<file path="src/rtl/regbank_dump_pkg.sv">
// Shared register-bank geometry and the dump engine's FSM encoding.
package regbank_dump_pkg;

  localparam int unsigned NumRegs = 32;
  localparam int unsigned AddrW   = 5;
  localparam int unsigned DataW   = 32;
  localparam int unsigned IdxW    = AddrW + 1;

  typedef enum logic [1:0] {
    StIdle  = 2'd0,
    StRun   = 2'd1,
    StDrain = 2'd2
  } state_e;

endpackage

</file>
<file path="src/rtl/regbank_dump.sv">
// Walks register addresses 0..NumRegs-1 on a read port and streams each word with its address
// over a valid/ready interface.
module regbank_dump
  import regbank_dump_pkg::*;
(
  input  logic             clk_i,
  input  logic             rst_ni,
  input  logic             start_i,
  input  logic             abort_i,
  output logic [AddrW-1:0] read_reg_o,
  input  logic [DataW-1:0] read_data_i,
  output logic             out_valid_o,
  input  logic             out_ready_i,
  output logic [DataW-1:0] out_data_o,
  output logic [AddrW-1:0] out_addr_o,
  output logic             busy_o,
  output logic             done_o
);

  localparam logic [IdxW-1:0]  LastIdx  = IdxW'(NumRegs - 1);
  localparam logic [AddrW-1:0] LastAddr = AddrW'(NumRegs - 1);

  state_e           state_q, state_d;
  logic [IdxW-1:0]  idx_q, idx_d;
  logic             out_valid_q, out_valid_d;
  logic [DataW-1:0] out_data_q, out_data_d;
  logic [AddrW-1:0] out_addr_q, out_addr_d;
  logic             done_q, done_d;

  logic load, accept;

  assign accept = out_valid_q && out_ready_i;
  // The output slot refills whenever it is empty or being drained this cycle.
  assign load   = (state_q == StRun) && (!out_valid_q || out_ready_i);

  always_ff @(posedge clk_i) begin
    if (!rst_ni) begin
      state_q <= StIdle;
    end else begin
      state_q <= state_d;
    end
  end

  always_comb begin
    state_d = state_q;
    if (abort_i) begin
      state_d = StIdle;
    end else begin
      unique case (state_q)
        StIdle:  if (start_i) state_d = StRun;
        StRun:   if (load && (idx_q == LastIdx)) state_d = StDrain;
        StDrain: if (accept) state_d = StIdle;
        default: state_d = StIdle;
      endcase
    end
  end

  always_comb begin
    idx_d       = idx_q;
    out_valid_d = out_valid_q;
    out_data_d  = out_data_q;
    out_addr_d  = out_addr_q;
    done_d      = 1'b0;
    if (abort_i) begin
      idx_d       = '0;
      out_valid_d = 1'b0;
    end else begin
      unique case (state_q)
        StIdle: if (start_i) idx_d = '0;
        StRun: begin
          if (load) begin
            out_data_d  = read_data_i;
            out_addr_d  = idx_q[AddrW-1:0];
            out_valid_d = 1'b1;
            idx_d       = idx_q + IdxW'(1);
          end
        end
        StDrain: begin
          if (accept) begin
            out_valid_d = 1'b0;
            done_d      = 1'b1;
          end
        end
        default: idx_d = '0;
      endcase
    end
  end

  always_ff @(posedge clk_i) begin
    if (!rst_ni) begin
      idx_q       <= '0;
      out_valid_q <= 1'b0;
      out_data_q  <= '0;
      out_addr_q  <= '0;
      done_q      <= 1'b0;
    end else begin
      idx_q       <= idx_d;
      out_valid_q <= out_valid_d;
      out_data_q  <= out_data_d;
      out_addr_q  <= out_addr_d;
      done_q      <= done_d;
    end
  end

  always_comb begin
    read_reg_o = '0;
    unique case (state_q)
      StRun:   read_reg_o = idx_q[AddrW-1:0];
      StDrain: read_reg_o = LastAddr;
      default: read_reg_o = '0;
    endcase
  end

  assign busy_o      = (state_q != StIdle);
  assign done_o      = done_q;
  assign out_valid_o = out_valid_q;
  assign out_data_o  = out_data_q;
  assign out_addr_o  = out_addr_q;

endmodule

</file>
<file path="config.mk">
export PLATFORM = sky130hd
export DESIGN_NAME = regbank_dump
export DESIGN_NICKNAME = d
export VERILOG_FILES = /design/src/rtl/regbank_dump_pkg.sv /design/src/rtl/regbank_dump.sv
export SDC_FILE = /design/constraint.sdc
export NUM_CORES = 1
export LEC_CHECK = 0
export CAP_MARGIN = 20
export CORE_MARGIN = 4
export CORE_UTILIZATION = 42
export DETAILED_ROUTE_END_ITERATION = 10
export PLACE_DENSITY = 0.76
export SLEW_MARGIN = 20
export SYNTH_ARGS = -nofsm -noshare
export SYNTH_HDL_FRONTEND = slang
export SYNTH_SLANG_ARGS = --single-unit
</file>
<file path="constraint.sdc">
create_clock -name clk_i -period 1.9 [get_ports clk_i]
set_input_delay 0.57 -clock clk_i [delete_from_list [all_inputs] [get_ports clk_i]]
set_output_delay 0.57 -clock clk_i [all_outputs]
set_load 0.02 [all_outputs]
</file>
* Yosys cells after proc, flatten, opt, wreduce, memory -nomap -nowiden
Index checks and enable logic that the tools add are counted.
** Storage, ports and cells
- Register bits after elaboration :: 47
- Bits in latches :: 0
- Bits in writable memories :: 0
- Memory bits (read-only) :: 0
- Input port bits :: 37
- Output and inout port bits :: 45
- Word-level logic and storage cells :: 43
- Memories kept :: 0
** Operators by class
- Add/subtract/negate cells :: 1
- $mul :: 0
- Divide/modulo/power cells :: 0
- Order comparisons :: 0
- Eq/ne operators :: 7
- Shifts and indexed selects :: 0
- Muxes and demuxes :: 12
- Bitwise operators :: 3
- Reductions and logical operators :: 14
** Operators by type and width (count)
- 6-bit case mux with 3 select lines :: 1
- 6-bit two-way mux :: 2
- 3-bit AND reduction :: 4
- 5-bit case mux with 2 select lines :: 1
- 6-bit by 1-bit adder with 6-bit output, second input constant :: 1
- 6-bit by 5-bit == test with 1-bit output, second input constant :: 1
- 2-bit two-way mux :: 3
- 2-bit != test, second input constant :: 3
- 2-bit case mux with 3 select lines :: 1
- 2-bit nonzero test :: 2
- 1-bit logical AND :: 3
- 1-bit two-way mux :: 3
- 1-bit NOT :: 3
- 3-bit OR reduction :: 1
- 2-bit by 1-bit == test with 1-bit output, second input constant :: 1
- 2-bit == test, second input constant :: 1
- 2-bit logical NOT :: 1
- 2-bit by 1-bit != test with 1-bit output, second input constant :: 1
- 1-bit case mux with 2 select lines :: 1
- 2-bit OR reduction :: 1
- 1-bit logical NOT :: 1
- 1-bit logical OR :: 1

* Longest topological paths before layout
Gate-level depths: netlist (run 1).
- Word-level depth :: 6
- Mapped depth :: 7
- Gate-level depth less buffers :: 6

* Worst setup path before layout (run 1)
No wires, ideal clock.
- Kind :: reg2out
- Start point :: reg state_q[0]
- End point :: out read_reg_o[0]
- Arrival :: 1.321 ns
- Required time :: 1.330 ns
- Path slack :: 0.009 ns
- Cell stages (with the launch flop) :: 6
- Path buffers :: 1
- Cells stage by stage :: dfxtp_1 > inv_1 > ha_1 > clkbuf_1 > a21oi_1 > nor2b_1
** On the way
- Longest elaborated chain between the ends :: 2
- Elaborated cells between the ends (all ways) :: 3
- Those cells by class :: 2 x eq/ne; 1 x mux
** RTL lines
- start: declaration :: line regbank_dump.sv:23 : state_e state_q, state_d;
- start signal: assignment :: line regbank_dump.sv:38 : state_q <= StIdle;
- start signal: assignment :: line regbank_dump.sv:40 : state_q <= state_d;
- 2-bit == test / 2-bit by 1-bit == test with 1-bit output (equally long branches) :: line regbank_dump.sv:107 : unique case (state_q)
- 5-bit case mux with 2 select lines (*) :: line regbank_dump.sv:107
- end: declaration :: line regbank_dump.sv:10 : output logic [AddrW-1:0] read_reg_o,
Mark *: on every way between the ends. The rest lies on a longest branch, timed or not.

* Worst setup path in the final report (run 1)
- Start point :: reg state_q[1]
- End point :: out read_reg_o[0]
The elaborated chain is that of the path after synthesis.

==> metrics.md, run 1 <==
| Metric | Value |
|---|---|
| H-Tree Depth | 2 |
| Placed cell areas | 0.00298 mm^2 |
| Vias in the first global route | roughly 1800 |
| Core Rows | 24 |
| Clock Path Buffers | 2 |
| Worst Setup End Kind | primary output |
| R2R depth | 7 |
| Post-synthesis cell type count | 28 |
| WP data required | 1.33 ns |
| Skew final | approximately 0.0035 ns |
| Headroom to the max-slew limit | 0.688 |
| Avg WL per Cell | 12.6 um |
| Initial antenna violation count | 0 |
| Critical Path AT | 1.28 ns |
| Ant diodes | 0 |
| Worst setup path category | flop to primary output |
| Synth warn | 0 |
| Initial Utilization | 0.445 |
| IO Pins | 82 |
| Run status | finished clean |
| Pin count of the biggest net entering global routing | 39 |
| Max Cap Viol | 0 |
| Hpwl dp | between 3000 and 4000 um |
| Inserted Clock Buffers | 5 |
| Slowest-stage cell, CP | dfxtp_4 |
| Avg Cell Area, Syn | between 8 and 9 um^2 |
| Fin crit period | between 1.5 and 2 ns |
| Vias | approximately 1900 |
| Worst Path Max Fanout | 6 |
| Reg-to-Reg Start | state_q[1] |
| Post-CTS setup repair buffer count | 0 |
| Leakage dissipation | about 1.1 nW |
| Die area | roughly 0.0059 mm^2 |
| Overall routing resource usage | 0.167 |
| Final Instance Area | around 0.0032 mm^2 |
| Final Max Tran Viols | 0 |
| Worst reg2reg setup slack | ~0.17 ns |
| Register area share after synthesis | 0.473 |
| Worst ir drop on vdd | around 0.00042 V |
| Max incr delay on CP | roughly 0.39 ns |
| Hold crit path type | flop to flop |
| Hold Startpoint | out_data_o[0] |
| Cts hold-fix bufs | 0 |
| Vias/cell | just under 5 |
| DR iter-0 viols | a little under 60 |
| Critical Path, Cell by Cell | inv_6 > ha_4 > a21oi_2 > nor2b_2 > buf_4 |
| Root Buffer | clkbuf_8 |
| Remaining antenna violation count | 0 |
| DR pass1 iterations | 4 |
| Clk slew on worst S/H paths | 0.08 ns |
| Synth Net Count | 277 |
| Die Y | ~77 um |
| Setup tns final | 0 ns |
| CORE AREA | approximately 0.0045 mm^2 |
| Minimum hold slack | 0.461 ns |
| Power Density | ~630 mW/mm^2 |
| Critical Path Start Type | flop |
| Grt ovf | 0 |
| CTS tree | yes |
| FF-to-FF End | idx_q[5] |
| Placement Setup Slack | -0.184 ns |
| Setup Viol. Count Final | 0 |
| #FFs+latches synth | 47 |
| Worst Max-Slew Pin Slew | roughly 0.47 ns |
| RSZ-0062 raised after global routing | true |
| Syn Inst Count | 234 |
| Port buffer count | 81 |
| Fmax | 541 MHz |
| First-pass GRT wire length | roughly 8200 um |
| Fin cells | roughly 380 |
| Die W | approximately 77 um |
| Final setup margin | between 0.05 and 0.06 ns |
| Final core utilization | 0.706 |
| P&R area growth vs syn | 58.6% |
| Synth Cell Area | about 0.002 mm^2 |
| Placer congestion estimate | roughly 0.76 |
| WHS Path Cells | 2 |
| Tot Pwr | about 2.0 mW |
| Cell count after placement | 374 |
| Worst hold endpoint | out_data_o[0] |
| Tcrit/Tclk final | 0.973 |
| Layout cells sized above 1 | 0.164 |
| Worst skew pair latency | 0.29 ns |
| DRC Markers | 0 |
| Detailed Route WL | 4800 um |
| Fin. Hold Viols | 0 |
| Layout Nets | 372 |
| CTS Sinks | 47 |
## Yosys cell counts
library cell | n | share of area
xnor2_1 | 3 | 0.013
nand4_1 | 2 | 0.0063
nand2_1 | 80 | 0.15
nand3b_2 | 1 | 0.0057
o41ai_1 | 1 | 0.0044
buf_4 | 3 | 0.011
clkbuf_1 | 9 | 0.017
nor4_2 | 1 | 0.0063
mux2i_1 | 3 | 0.015
and3_1 | 1 | 0.0031
ha_1 | 6 | 0.038
o31ai_1 | 1 | 0.0038
nand3_1 | 2 | 0.0050
inv_1 | 4 | 0.0075
nand4b_1 | 1 | 0.0044
and3b_1 | 2 | 0.0088
nor3_2 | 1 | 0.0050
a21boi_0 | 32 | 0.12
nor2b_1 | 9 | 0.028
buf_2 | 1 | 0.0025
a21boi_1 | 5 | 0.019
a221o_1 | 1 | 0.0050
nor4b_1 | 1 | 0.0044
a31o_2 | 1 | 0.0044
nor2_1 | 6 | 0.011
dfxtp_1 | 47 | 0.47
a21oi_1 | 8 | 0.020
nand2b_1 | 2 | 0.0063
## power by group
part / total, mW / switching [mW] / internal [mW]
sequential: 1.02 / 0.0146 / 1.01
clock: 0.659 / 0.327 / 0.331
combinational: 0.314 / 0.135 / 0.179
total: 2.00 / 0.477 / 1.52
## state kept, by name, indices dropped and copies added (netlist names)
register,cells
out_valid_o,1
out_addr_o,5
state_q,2
done_o,1
out_data_o,32
idx_q,6
## cells in the final DEF (no fill, tap or decap), types with 4 or more instances in the layout
master	count
nor2_1	6
nor2b_2	5
clkdlybuf4s50_1	74
nand2_1	80
a21boi_1	5
buf_4	23
dfxtp_1	45
a21oi_2	4
nor2b_1	4
clkbuf_8	7
a21boi_0	32
## kinds of logic (layout without fill, tap and decap cells)
logic type,Yosys count,count (layout),synth area share
AO/OA/AOI/OAI,49,49,0.177
XOR/XNOR,3,3,0.0132
adder cells (fa/ha/maj),6,6,0.0377
buffers and inverters,17,113,0.0383
flip-flops,47,47,0.473
multiplexers,3,3,0.0151
AND/OR/NAND/NOR,109,109,0.246
## per-layer routing
layer	part of all wire	vias up	global-route usage
li1	-	956	-
met1	0.47	855	0.205
met2	0.45	60	0.276
met3	0.076	2	0.0621
met4	0.0040	0	0.0435
met5	0	-	0
## critical path, delay by kind of cell, from the launching register on
family	cells	cell delay, ns
buffers and inverters	2	0.20
DFF	1	0.39
and+or+nand+nor	1	0.05
AOI/OAI and AO/OA	1	0.15
adders and majority gates	1	0.19
## timing repair
item                       in CTS  in global routing
resized for setup              35                 16
hold endpoints to repair        0                  0
setup endpoints to repair       7                  6
pin swaps                       0                  7
## worst max path at each step
stage,slack (ns),cells past startpoint,to,startpoint
final,0.05,5,read_reg_o[0],state_q[1]
after global routing,-0.005,4,read_reg_o[4],state_q[1]
after CTS,0.004,4,read_reg_o[0],state_q[1]
after detailed placement,-0.18,5,read_reg_o[3],state_q[1]
after global placement,-0.15,4,read_reg_o[2],state_q[0]
after floorplan,0.009,5,read_reg_o[0],state_q[0]
## area by class of cell
class | count | area (um^2)
multi-input cells | 170 | 1050
clock inverters | 1 | 7.51
fillers | 376 | 1320
clock buffers | 7 | 96.3
well taps | 52 | 65.1
inverters | 4 | 20.0
repair buffers | 101 | 971
flip-flops and latches | 47 | 948
Note: power is estimated with default switching activity, not from simulation.
==> run 2, diff against run 1 <==
--- a/config.mk
+++ b/config.mk
@@ -10,6 +10,7 @@
 export CORE_UTILIZATION = 42
 export DETAILED_ROUTE_END_ITERATION = 10
 export PLACE_DENSITY = 0.76
+export REMOVE_ABC_BUFFERS = 1
 export SLEW_MARGIN = 20
 export SYNTH_ARGS = -nofsm -noshare
 export SYNTH_HDL_FRONTEND = slang
==> run 2 against run 1 <==
- global-route usage is 0.19 points lower
- sequential cell count stayed put
- clock power is 7.4% higher
- worst hold slack worse by 0.0081 ns
- highest routed layer unchanged
- setup slack worse by 0.023 ns
- wire length is 6.5% higher
- combinational power is 3% higher
- cell count is 0.79% lower
- largest power group unchanged
- non-clock buffer count is 2 lower
==> metrics.md, run 2 (synthesis gave the netlist of run 1 again) <==
| Metric | Value |
|---|---|
| Run status | finished clean |
| Most frequent cells in the layout | 80 x nand2_1, 74 x clkdlybuf4s50_1, 45 x dfxtp_1 |
| Ant diodes | 0 |
| Skew final | 0.00287 ns |
| Hpwl dp | between 3000 and 4000 um |
| Tot Pwr | roughly 2.1 mW |
| Critical Path AT | roughly 1.3 ns |
| Top Layer Used | met4 |
| Layout cells sized above 1 | 0.153 |
| Worst Setup End Kind | primary output |
| Avg WL per Cell | 13.5 um |
| DRC Markers | 0 |
| DR iter-0 viols | 81 |
| Final core utilization | 0.718 |
| Storage cell area | 948 um^2 |
| Pin count of the biggest net entering global routing | 39 |
| Headroom to the max-slew limit | 0.601 |
| Root Buffer | clkbuf_8 |
| Hold crit path type | flop to flop |
| Critical Path Start Type | flop |
| CTS Sinks | 47 |
| Die W | 76.8 um |
| Fillcell total | 359 |
| Fin cells | 379 |
| Die area | between 0.005 and 0.006 mm^2 |
| IO Pins | ~80 |
| Layout Nets | 370 |
| Power Density | between 600 and 700 mW/mm^2 |
| Setup Viol. Count Final | 0 |
| Detailed Route WL | slightly above 5000 um |
| Placer congestion estimate | between 0.7 and 0.8 |
| Vias in the first global route | approximately 1700 |
| Commonest non-fill, non-tap cell in the layout | nand2_1 |
| WP data required | 1.33 ns |
| Area of the multi-input gates | roughly 0.0011 mm^2 |
| Worst setup path category | flop to primary output |
| Tcrit/Tclk final | 0.985 |
| CORE AREA | ~0.0045 mm^2 |
| Fmax | 534 MHz |
| Initial antenna violation count | 0 |
| RSZ-0062 raised after global routing | true |
| Grt ovf | 0 |
| P&R area growth vs syn | 61.3% |
| Max Cap Viol | 0 |
| Port buffer count | around 80 |
| Fin crit period | between 1.5 and 2 ns |
| First-pass GRT wire length | between 8000 and 9000 um |
| Worst Max-Slew Pin Slew | ~0.60 ns |
| Remaining antenna violation count | 0 |
| H-Tree Depth | 2 |
| Worst Path Max Fanout | 6 |
| Vias | between 1500 and 2000 |
| Die Y | just under 80 um |
| DRT met1 WL | roughly 2400 um |
| Vias/cell | approximately 4.9 |
| DR pass1 iterations | 4 |
| Cts hold-fix bufs | 0 |
| Worst skew pair latency | a little under 0.3 ns |
| Overall routing resource usage | 0.165 |
| Initial Utilization | 0.445 |
| Final Max Tran Viols | 0 |
| WL met3 | ~360 um |
| CTS tree | yes |
| Worst ir drop on vdd | 0.000488 V |
| Leakage dissipation | about 1.1 nW |
| Met2 routed WL | 2300 um |
| Fin. Hold Viols | 0 |
| Minimum hold slack | 0.453 ns |
| Clk slew on worst S/H paths | approximately 0.08 ns |
| Clock Path Buffers | 2 |
| Inserted Clock Buffers | 5 |
| Largest register FFs | 32 |
| Core Rows | 24 |
| Cell count after placement | around 370 |
## run 2: cell count changes in the layout (fill, tap and decap cells not counted), moves of 4 or more
cell,change
a21oi_4,+4
buf_4,-6
a21oi_2,-4
nor2b_2,-5
nor2b_4,+5
buf_6,+5
## run 2: metal layers
layer  global-route usage  vias to the layer above
met4               0.0380                        0
met1                0.226                      830
met3               0.0504                        2
met5                    0                        -
met2                0.255                       64
li1                     -                      955
## run 2: critical path, cell delays in order, from the launching register on
cell and delay [ns]:
dfxtp_4 0.39, inv_4 0.05, ha_4 0.21, a21oi_4 0.18, nor2b_4 0.05, buf_6 0.12
## run 2: repair_timing
item | CTS | global route
buffers inserted | 0 | 1
endpoints found under the setup margin | 7 | 6
pin swaps | 0 | 6
gates resized for setup | 36 | 28
hold endpoints to repair | 0 | 0
## run 2: power breakdown
group | switching [mW] | internal (mW)
Combinational | 0.141 | 0.181
Sequential | 0.0166 | 1.01
Clock | 0.322 | 0.386
Total | 0.479 | 1.57
## run 2: area by class of cell
type,count,area share
Clock inverter,1,0.00935
Timing Repair Buffer,99,0.300
Sequential cell,47,0.295
Multi-Input combinational cell,170,0.347
Inverter,4,0.00623
Clock buffer,6,0.0226
Tap cell,52,0.0203
## run 2: per-stage QoR
step	worst slack [ns]	area, um^2	TNS (ns)
final	0.0282	3210	0
after global routing	-0.0177	3210	-0.0650
after CTS	-0.00510	3070	-0.00900
after detailed placement	-0.256	2950	-4.06
after global placement	-0.177	2950	-1.71
after floorplan	0.0669	1930	0
## run 2: final timing paths
kind	start	to	slack, ns	cells after the start
worst max-delay path	state_q[1]	read_reg_o[1]	0.03	5
worst min-delay path	out_addr_o[1]	out_addr_o[1]	0.45	2
worst max register to register	state_q[1]	idx_q[1]	0.17	7
worst min register to register	out_addr_o[1]	out_addr_o[1]	0.45	2
